$ cat config.mk
export PLATFORM = sky130hd
export DESIGN_NAME = wallace_final_adder
export DESIGN_NICKNAME = d
export VERILOG_FILES = /design/src/rtl/wallace_final_adder.sv
export SDC_FILE = /design/constraint.sdc
export NUM_CORES = 1
export LEC_CHECK = 0
export CORE_MARGIN = 4
export CORE_UTILIZATION = 45
export CTS_CLUSTER_DIAMETER = 200
export DETAILED_ROUTE_END_ITERATION = 12
export PLACE_DENSITY_LB_ADDON = 0.15
export REMOVE_ABC_BUFFERS = 1
export SETUP_SLACK_MARGIN = 0.1
export SYNTH_ARGS = -nofsm -noshare
export SYNTH_HDL_FRONTEND = slang
export SYNTH_SLANG_ARGS = --single-unit
$ cat constraint.sdc
create_clock -name clk -period 3.3 [get_ports clk]
set_clock_uncertainty 0.05 [all_clocks]
set_input_delay 0.66 -clock clk [delete_from_list [all_inputs] [get_ports clk]]
set_output_delay 0.66 -clock clk [all_outputs]
set_load 0.01 [all_outputs]
$ cat src/rtl/wallace_final_adder.sv
// Sequential carry-propagate adder closing the Wallace-tree multiplier.
// Resolves CSA sum/carry vectors CHUNK bits per cycle over valid/ready.
//
// Ports:
//   clk, rst             clock, synchronous active-high reset
//   in_valid / in_ready  operand handshake (sum_vec, carry_vec)
//   sum_vec, carry_vec   WIDTH-bit CSA vectors
//   out_valid/out_ready  result handshake
//   result               (sum_vec + carry_vec) mod 2^WIDTH
//   carry_out            bit WIDTH of the full sum
module wallace_final_adder #(
  parameter int WIDTH = 64,
  parameter int CHUNK = 16
) (
  input  logic             clk,
  input  logic             rst,
  input  logic             in_valid,
  output logic             in_ready,
  input  logic [WIDTH-1:0] sum_vec,
  input  logic [WIDTH-1:0] carry_vec,
  output logic             out_valid,
  input  logic             out_ready,
  output logic [WIDTH-1:0] result,
  output logic             carry_out
);

  localparam int NCHUNK = WIDTH / CHUNK;
  localparam int CW = (NCHUNK > 1) ? $clog2(NCHUNK) : 1;

  typedef enum logic [1:0] {
    IDLE,
    ADD,
    DONE
  } state_e;

  state_e           state_q, state_d;
  logic [WIDTH-1:0] op_s_q, op_s_d;
  logic [WIDTH-1:0] op_c_q, op_c_d;
  logic [WIDTH-1:0] res_q, res_d;
  logic [CW-1:0]    cnt_q, cnt_d;
  logic             cy_q, cy_d;
  logic             cout_q, cout_d;
  logic [CHUNK:0]   csum;
  logic             last;

  // One chunk of the ripple: operands at slot cnt_q plus carry-in.
  assign csum = {1'b0, op_s_q[cnt_q*CHUNK +: CHUNK]}
              + {1'b0, op_c_q[cnt_q*CHUNK +: CHUNK]}
              + {{CHUNK{1'b0}}, cy_q};

  assign last = (cnt_q == CW'(NCHUNK - 1));

  // in_ready is masked by rst so the block never advertises
  // readiness while held in reset.
  assign in_ready  = (state_q == IDLE) && !rst;
  assign out_valid = (state_q == DONE);
  assign result    = res_q;
  assign carry_out = cout_q;

  always_comb begin
    state_d = state_q;
    op_s_d  = op_s_q;
    op_c_d  = op_c_q;
    res_d   = res_q;
    cnt_d   = cnt_q;
    cy_d    = cy_q;
    cout_d  = cout_q;
    unique case (state_q)
      IDLE: begin
        if (in_valid) begin
          op_s_d  = sum_vec;
          op_c_d  = carry_vec;
          cnt_d   = '0;
          cy_d    = 1'b0;
          state_d = ADD;
        end
      end
      ADD: begin
        res_d[cnt_q*CHUNK +: CHUNK] = csum[CHUNK-1:0];
        cy_d  = csum[CHUNK];
        cnt_d = cnt_q + 1'b1;
        if (last) begin
          cout_d  = csum[CHUNK];
          state_d = DONE;
        end
      end
      DONE: begin
        if (out_ready) begin
          state_d = IDLE;
        end
      end
      default: state_d = IDLE;
    endcase
  end

  always_ff @(posedge clk) begin
    if (rst) begin
      state_q <= IDLE;
      op_s_q  <= '0;
      op_c_q  <= '0;
      res_q   <= '0;
      cnt_q   <= '0;
      cy_q    <= 1'b0;
      cout_q  <= 1'b0;
    end else begin
      state_q <= state_d;
      op_s_q  <= op_s_d;
      op_c_q  <= op_c_d;
      res_q   <= res_d;
      cnt_q   <= cnt_d;
      cy_q    <= cy_d;
      cout_q  <= cout_d;
    end
  end

endmodule

**Word-level counts from Yosys, hierarchy flattened**

Cells that the tools add are included.
W data, S select, Z words.

- $add $sub $neg: 4
- Equality and inequality tests: 6
- Shift operators: 4
- Multiplexer cells: 9
- Reduce and logical (&&, ||, !) cells: 8

Operators by type and width:

| operator | number |
|---|---|
| $shiftx A64 B7 Y16 | 2 |
| $bwmux W64 | 1 |
| $shift A16 B34 Y64 const A | 1 |
| $shiftx A16 B34 Y64 | 1 |
| $neg A6 Y34 | 1 |
| $add A16 B16 Y17 | 1 |
| $add A17 B1 Y17 | 1 |
| $mux W2 | 4 |
| $pmux W2 S3 | 1 |
| $reduce_and A2 Y1 | 3 |
| $eq A2 B2 Y1 const B | 2 |
| $ne A2 B2 Y1 const B | 2 |
| $pmux W2 S2 | 1 |
| $reduce_and A3 Y1 | 1 |
| $add A2 B1 Y2 const B | 1 |
| $eq A2 B1 Y1 const B | 1 |
| $logic_not A2 Y1 | 1 |
| $ne A2 B1 Y1 const B | 1 |
| $pmux W1 S2 | 1 |
| $reduce_bool A2 Y1 | 1 |
| $logic_and A1 B1 Y1 | 1 |
| $logic_not A1 Y1 | 1 |
| $mux W1 | 1 |

- Flip-flop bits (word level): 198
- Bits of input ports: 132
- Logic and storage cells: 38

**Longest topological paths before layout**

Gate-level depths: netlist (run 1).

- Word-level depth: 5
- Depth in mapped cells: 12
- Gate-level depth less buffers: 9

**Least setup slack after synthesis (run 1)**

No wires, ideal clock.

- Path kind: reg2reg
- Start: register cnt_q[0]
- End: register res_q[24] (netlist: result[24])
- Library setup time: 0.117 ns
- Data arrival time: 3.398 ns
- Data required time: 3.133 ns
- Slack: -0.265 ns
- Cell stages (with the launch flop): 12
- Cell sequence: dfxtp_1 > buf_2 > buf_2 > mux4_2 > fa_1 > fa_1 > a21oi_1 > nand4b_4 > a21boi_0 > o21a_1 > o31a_1 > a22o_1

- Word-level cells in the longest chain between the ends: 5
- Elaborated cells on any way between the ends: 8
- Classes of those cells: add/sub (3); shift (4); mux (1)

Ends and longest elaborated chain:

| what | RTL line | source |
|---|---|---|
| from (decl) | 40 | `logic [CW-1:0] cnt_q, cnt_d;` |
| from (signal assigned) | 110 | `cnt_q <= cnt_d;` |
| $shiftx A64 B7 Y16, on equally long branches | 47, 48 |  |
| $add A16 B16 Y17 | 48 | `+ {1'b0, op_c_q[cnt_q*CHUNK +: CHUNK]}` |
| $add A17 B1 Y17 | 49 | `+ {{CHUNK{1'b0}}, cy_q};` |
| $shiftx A16 B34 Y64 | 79 | `res_d[cnt_q*CHUNK +: CHUNK] = csum[CHUNK-1:0];` |
| $bwmux W64 (*) | 79 |  |
| to (signal assigned) | 109 | `res_q <= res_d;` |
| to (decl) | 39 | `logic [WIDTH-1:0] res_q, res_d;` |

Mark *: on every way between the ends. The rest lies on a longest branch, timed or not.
A chain may end at the register's enable or synchronous reset.

**Final worst setup path (run 1)**

- Start: register cnt_q[1]
- End: register res_q[9] (netlist: result[9])

The elaborated chain is that of the path after synthesis.

==> results.yml, run 1 <==
logic_synthesis:
  synth-edff-count: 0
  ys_types: 58
  async_flop_share_pct: 0
  synth_area_um2: 8410
  synthCells: 929
  ys_seq_elements: 198
  yosysWarnings: 0
  synthFlopType: "dfxtp_1"
  syn_area_per_cell_um2: 9.05
  ys_seq_area_share_pct: 47.1
worst_setup_path:
  critPathKind: "flop to flop"
  critPathTopFamily: "compound AO/OA/AOI/OAI gates"
  startpoint: "cnt_q[1]"
  critical_path_depth: 9
  crit_slowest_cell: "mux4_2"
  worstRegToRegCells: 9
  cp.required_ns: 3.62
  worstPathBufferInverterCount: 1
  start_kind: "flop"
  crit_chain: "buf_12, mux4_2, ha_1, a21oi_1, o211ai_1, nand4_1, nand2_1, xnor2_1, a22o_1"
  r2r_start: "cnt_q[1]"
  arrival_ns: 3.37
  crit_path_end_kind: "flop"
  max_stage_delay_ns: 0.56
  cp_max_fo: 28
drt:
  route.detailed.wl_per_inst_um: 16.8
  dr_total_vias: 7258
  drt_iter0_drc: 462
  totalWireLength_um: 22600
  antenna_left: 0
  avgViaCountPerCell: 5.42
  drtPass1Iterations: 5
  drc: 0
place:
  portBuffers: 198
  routabilityCongestion: 0.865
  dpl.hpwl_um: 16000
  dp_cells: 1307
  place_area_um2: 10600
pwr:
  p_sw_share_pct: 24.6
  cellLeakagePower_nw: 4.19
  seqPwrFrac_pct: 45.4
  p_per_area_nw_per_um2: 498
  intPower_w: 0.00424
  p_comb_share_pct: 14.3
  p_total_w: 0.00562
  clock_power_share_pct: 40.3
  power_switching_w: 0.00138
  ir_drop_v: 0.000366
die:
  ios: 199
  chipWidth_um: 145
  fp.dieH_um: 145
  dieArea_um2: 20900
  core_area_um2: 18100
  start_util_pct: 46.3
  num_rows: 49
cells_and_area:
  antenna_cells: 0
  num-nets-final: 1253
  final_cell_mix: "278 x nand2_1, 197 x clkdlybuf4s50_1, 196 x dfxtp_1"
  ff_latch_area_um2: 3970
  multi_input_area_um2: 4230
  utilization_pct: 62.2
  drive_above_1_share_pct: 9.37
  layout_commonest_cell: "nand2_1"
  nFillCells: 1574
  syn_to_final_growth_pct: 34.2
  final-instance-count-excl-fill: 1339
  fin_area_um2: 11300
clock_tree:
  clk_latency_ns: 0.43
  htreeDepth: 4
  cts_setup_buffers: 0
  cts.sinks: 198
  tritoncts: "yes"
  numCtsBuffers: 17
  clockBufferDepth: 2
  clk_pin_slew_ns: 0.07
  clock-root-buffer: "clkbuf_16"
timing:
  fin_crit_sh_pct: 92.4
  fmax_ghz: 0.328
  maxSlewViolCount: 0
  setup_viol: 0
  min_period_ns: 3.05
  rsz0062_at_grt: "no"
  slew_headroom_pct: 27.4
  worst_pin_slew_ns: 1.09
  finalHoldViolations: 0
global_route:
  grt_pass1_wl_um: 35200
  grt_start_max_net_pins: 89
  grt_use_total_pct: 21.3
  grt_pass1_vias: 6860
  grt_overflow: 0
  grt_antenna_before_repair: 0
min_path:
  hold_path_depth: 2
  hp-class: "flop to flop"
  hp-start: "op_s_q[29]"
run:
  cap_violations: 0
outcome:
  outcome: "complete, no violations"
-- routing by layer --
layer	track usage [%]	vias up	share of wire, %
met5	0	-	0
met4	6.43	0	1.6
met3	4.37	27	5.5
met2	34.5	212	48
met1	28.9	3446	45
li1	-	3573	-
-- tightest hold or removal path, stage by stage, from the launching register on --
cell and delay [ns]:
dfxtp_1 0.31, nand2_1 0.05, a21oi_1 0.05
-- registers in the layout, indices dropped and copies added, names as in the netlist --
signal / flops
carry_out: 1
state_q: 2
cy_q: 1
op_c_q: 64
op_s_q: 64
result: 64
cnt_q: 2
-- path summary, 6_finish.rpt --
path                                    to  slack [ns]
worst max register to register   result[9]        0.25
worst min register to register  op_s_q[29]        0.40
worst max-delay path             result[9]        0.25
worst min-delay path            op_s_q[29]        0.40
-- kinds of logic (layout without fill, tap and decap cells) --
family | after synthesis | in the layout | share of synthesized area [%]
adder cells (fa/ha/maj) | 23 | 23 | 3.60
multiplexers | 33 | 33 | 8.69
AND/OR/NAND/NOR | 349 | 349 | 17.5
flip-flops | 198 | 198 | 47.1
AO/OA/AOI/OAI | 250 | 250 | 18.8
buffers and inverters | 65 | 246 | 3.06
XOR/XNOR | 11 | 11 | 1.23
-- metrics by stage --
| stage | setup slack (ns) | hold slack (ns) | TNS (ns) |
|---|---|---|---|
| 6_report | 0.251 | 0.402 | 0 |
| 5_1_grt | 0.102 | 0.416 | 0 |
| 4_1_cts | 0.103 | 0.402 | 0 |
| 3_5_place_dp | 0.127 | 0.393 | 0 |
| 3_3_place_gp | 0.203 | 0.389 | 0 |
| 2_1_floorplan | -1.72 | 0.377 | -250.77 |
-- Yosys cell counts (3+ instances only) --
library cell | n | share of area, %
nand3_1 | 5 | 0.30
a21o_1 | 5 | 0.45
o21bai_1 | 5 | 0.45
o21a_1 | 3 | 0.27
o21ai_1 | 11 | 0.65
buf_1 | 5 | 0.22
xor2_1 | 4 | 0.42
ha_1 | 21 | 3.1
a21oi_1 | 144 | 8.6
buf_2 | 11 | 0.65
clkbuf_1 | 44 | 2.0
mux4_2 | 32 | 8.6
inv_1 | 4 | 0.18
nand4_1 | 3 | 0.22
xnor2_1 | 6 | 0.62
dfxtp_1 | 198 | 47
nor2b_1 | 3 | 0.22
o21ai_0 | 4 | 0.24
a22o_1 | 32 | 3.3
nand2_1 | 278 | 12
nand2b_1 | 4 | 0.30
a22oi_1 | 26 | 2.3
nor2_1 | 38 | 1.7
-- timing repair --
| item | 4_1_cts | 5_1_grt |
|---|---|---|
| hold buffers | 0 | 0 |
| gates resized for setup | 0 | 8 |
| endpoints found under the setup margin | 0 | 35 |
-- cell type report --
cell class / count / area share (%)
Clock buffer: 20 / 3.96
Clock inverter: 11 / 1.75
Inverter: 5 / 0.166
Multi-Input combinational cell: 666 / 37.5
Sequential cell: 198 / 35.2
Tap cell: 229 / 2.54
Timing Repair Buffer: 210 / 18.9
-- power groups by stage --
stage	clock, W	sequential [W]	combinational (W)
2_1_floorplan	0	0.00261	0.000423
3_3_place_gp	0	0.00260	0.000784
3_5_place_dp	0	0.00261	0.000789
4_1_cts	0.00229	0.00255	0.000793
5_1_grt	0.00239	0.00256	0.000882
6_report	0.00227	0.00255	0.000801
No activity file was read; power rests on OpenSTA's default activity.
==> inputs of run 2 (changes only) <==
--- a/config.mk
+++ b/config.mk
@@ -13,4 +13,5 @@
 export REMOVE_ABC_BUFFERS = 1
 export SETUP_SLACK_MARGIN = 0.1
+export SLEW_MARGIN = 20
 export SYNTH_ARGS = -nofsm -noshare
 export SYNTH_HDL_FRONTEND = slang
==> constraint.sdc (replaced) <==
create_clock -name clk -period 3.3 [get_ports clk]
set_clock_uncertainty 0.05 [all_clocks]
set_input_delay 0.99 -clock clk [delete_from_list [all_inputs] [get_ports clk]]
set_output_delay 0.99 -clock clk [all_outputs]
set_load 0.01 [all_outputs]
==> results.yml, run 2 (synthesized netlist as in run 1, its figures left out) <==
timing:
  worst_pin_slew_ns: 0.800
  fin_crit_sh_pct: 93.0
  maxSlewViolCount: 0
  rsz0062_at_grt: "yes"
  fmax_ghz: 0.326
  finalHoldViolations: 0
  setup_viol: 0
  finalSetupTns_ns: 0
  slew_headroom_pct: 46.7
  min_period_ns: 3.07
drt:
  totalWireLength_um: 22300
  drtPass1Iterations: 5
  route.detailed.wl_per_inst_um: 16.6
  dr_total_vias: 7216
  drc: 0
  drt_iter0_drc: 474
  antenna_left: 0
  avgViaCountPerCell: 5.36
clock_tree:
  cts.sinks: 198
  cts_hold_buf: 0
  clk_pin_slew_ns: 0.06
  clock-root-buffer: "clkbuf_16"
  htreeDepth: 4
  numCtsBuffers: 17
  tritoncts: "yes"
  clk_latency_ns: 0.43
  clockBufferDepth: 2
global_route:
  grt_pass1_wl_um: 34800
  grt_start_max_net_pins: 169
  grt_pass1_vias: 6797
  grt_antenna_before_repair: 0
  grt_use_total_pct: 21.0
  grt_overflow: 0
die:
  chipWidth_um: 145
  dieArea_um2: 20900
  core_area_um2: 18100
  start_util_pct: 46.3
  fp.dieH_um: 145
  ios: 199
  num_rows: 49
cells_and_area:
  fin_area_um2: 11300
  utilization_pct: 62.4
  final_cell_mix: "278 x nand2_1, 197 x clkdlybuf4s50_1, 196 x dfxtp_1"
  antenna_cells: 0
  num-nets-final: 1259
  drive_above_1_share_pct: 9.85
  layout_commonest_cell: "nand2_1"
  syn_to_final_growth_pct: 34.6
worst_setup_path:
  crit_path_end_kind: "primary output"
  crit_chain: "buf_4, nor3_1, clkdlybuf4s50_1"
  arrival_ns: 2.03
  worstRegToRegCells: 9
  reg2reg_slack_ns: 0.24
  cp.required_ns: 2.26
  r2r-end: "result[57]"
  critPathKind: "primary input to primary output"
  critPathTopFamily: "buffers and inverters"
  r2r_start: "cnt_q[1]"
  cp_max_fo: 2
  worstPathBufferInverterCount: 2
  max_stage_delay_ns: 0.61
  crit_slowest_cell: "clkdlybuf4s50_1"
  start_kind: "primary input"
outcome:
  outcome: "complete, no violations"
place:
  routabilityCongestion: 0.912
  place_area_um2: 10700
  portBuffers: 198
  dpl.hpwl_um: 15800
pwr:
  p_per_area_nw_per_um2: 481
  p_total_w: 0.00545
  cellLeakagePower_nw: 4.21
  ir_drop_v: 0.000388
run:
  cap_violations: 0
min_path:
  hp-class: "flop to flop"
  min_to: "op_s_q[21]"
  hold_path_depth: 2
  hp-start: "op_s_q[21]"
==> run 2: worst max-delay path by stage <==
stage	from	slack (ns)	cells past startpoint	to
floorplan	in_valid	-2.05	4	op_c_q[0]
global placement	cnt_q[0]	0.20	9	result[15]
detailed placement	cnt_q[0]	0.15	9	result[56]
CTS	cnt_q[0]	0.14	9	result[56]
global route	cnt_q[1]	0.09	9	result[45]
finish	rst	0.23	3	in_ready
==> run 2: per-layer routing <==
metal,wire [µm],vias up,share of wire (%),global-route usage [%]
met5,0,-,0,0
met4,274,0,1.2,4.86
met3,1280,14,5.7,5.42
met2,10900,213,49,34.7
met1,9840,3392,44,28.0
li1,-,3597,-,-
==> run 2: final cells by class <==
cell class              instances  area (µm²)
clock buffers                  23         478
multi-input cells             666        4230
repair buffers                216        2220
flip-flops and latches        198        3970
fillers                      1572        6820
clock inverters                 9         118
well taps                     229         287
inverters                       5        18.8
==> run 2: tightest hold or removal path, cell delays in order (launching register included) <==
cell and delay, ns:
dfxtp_1 0.31, nand2_1 0.05, a21oi_1 0.05
==> run 2: repair_timing <==
action,4_1_cts,5_1_grt
buffers inserted,0,0
gates resized for setup,0,8
endpoints found under the setup margin,0,31
==> run 2: per-stage QoR <==
step	instances	worst slack, ns	hold WS, ns
floorplan	869	-2.05	0.377
global placement	1313	0.198	0.389
detailed placement	1313	0.155	0.393
CTS	1345	0.143	0.403
global route	1346	0.0926	0.419
finish	1346	0.232	0.402
==> run 2: where the power goes <==
group / leakage [nW] / internal (W) / switching [W] / total (W)
logic: 2.30 / 0.000385 / 0.000431 / 0.000816
registers: 1.62 / 0.00250 / 0.0000553 / 0.00255
clock network: 0.292 / 0.00119 / 0.000896 / 0.00208
total: 4.21 / 0.00407 / 0.00138 / 0.00545
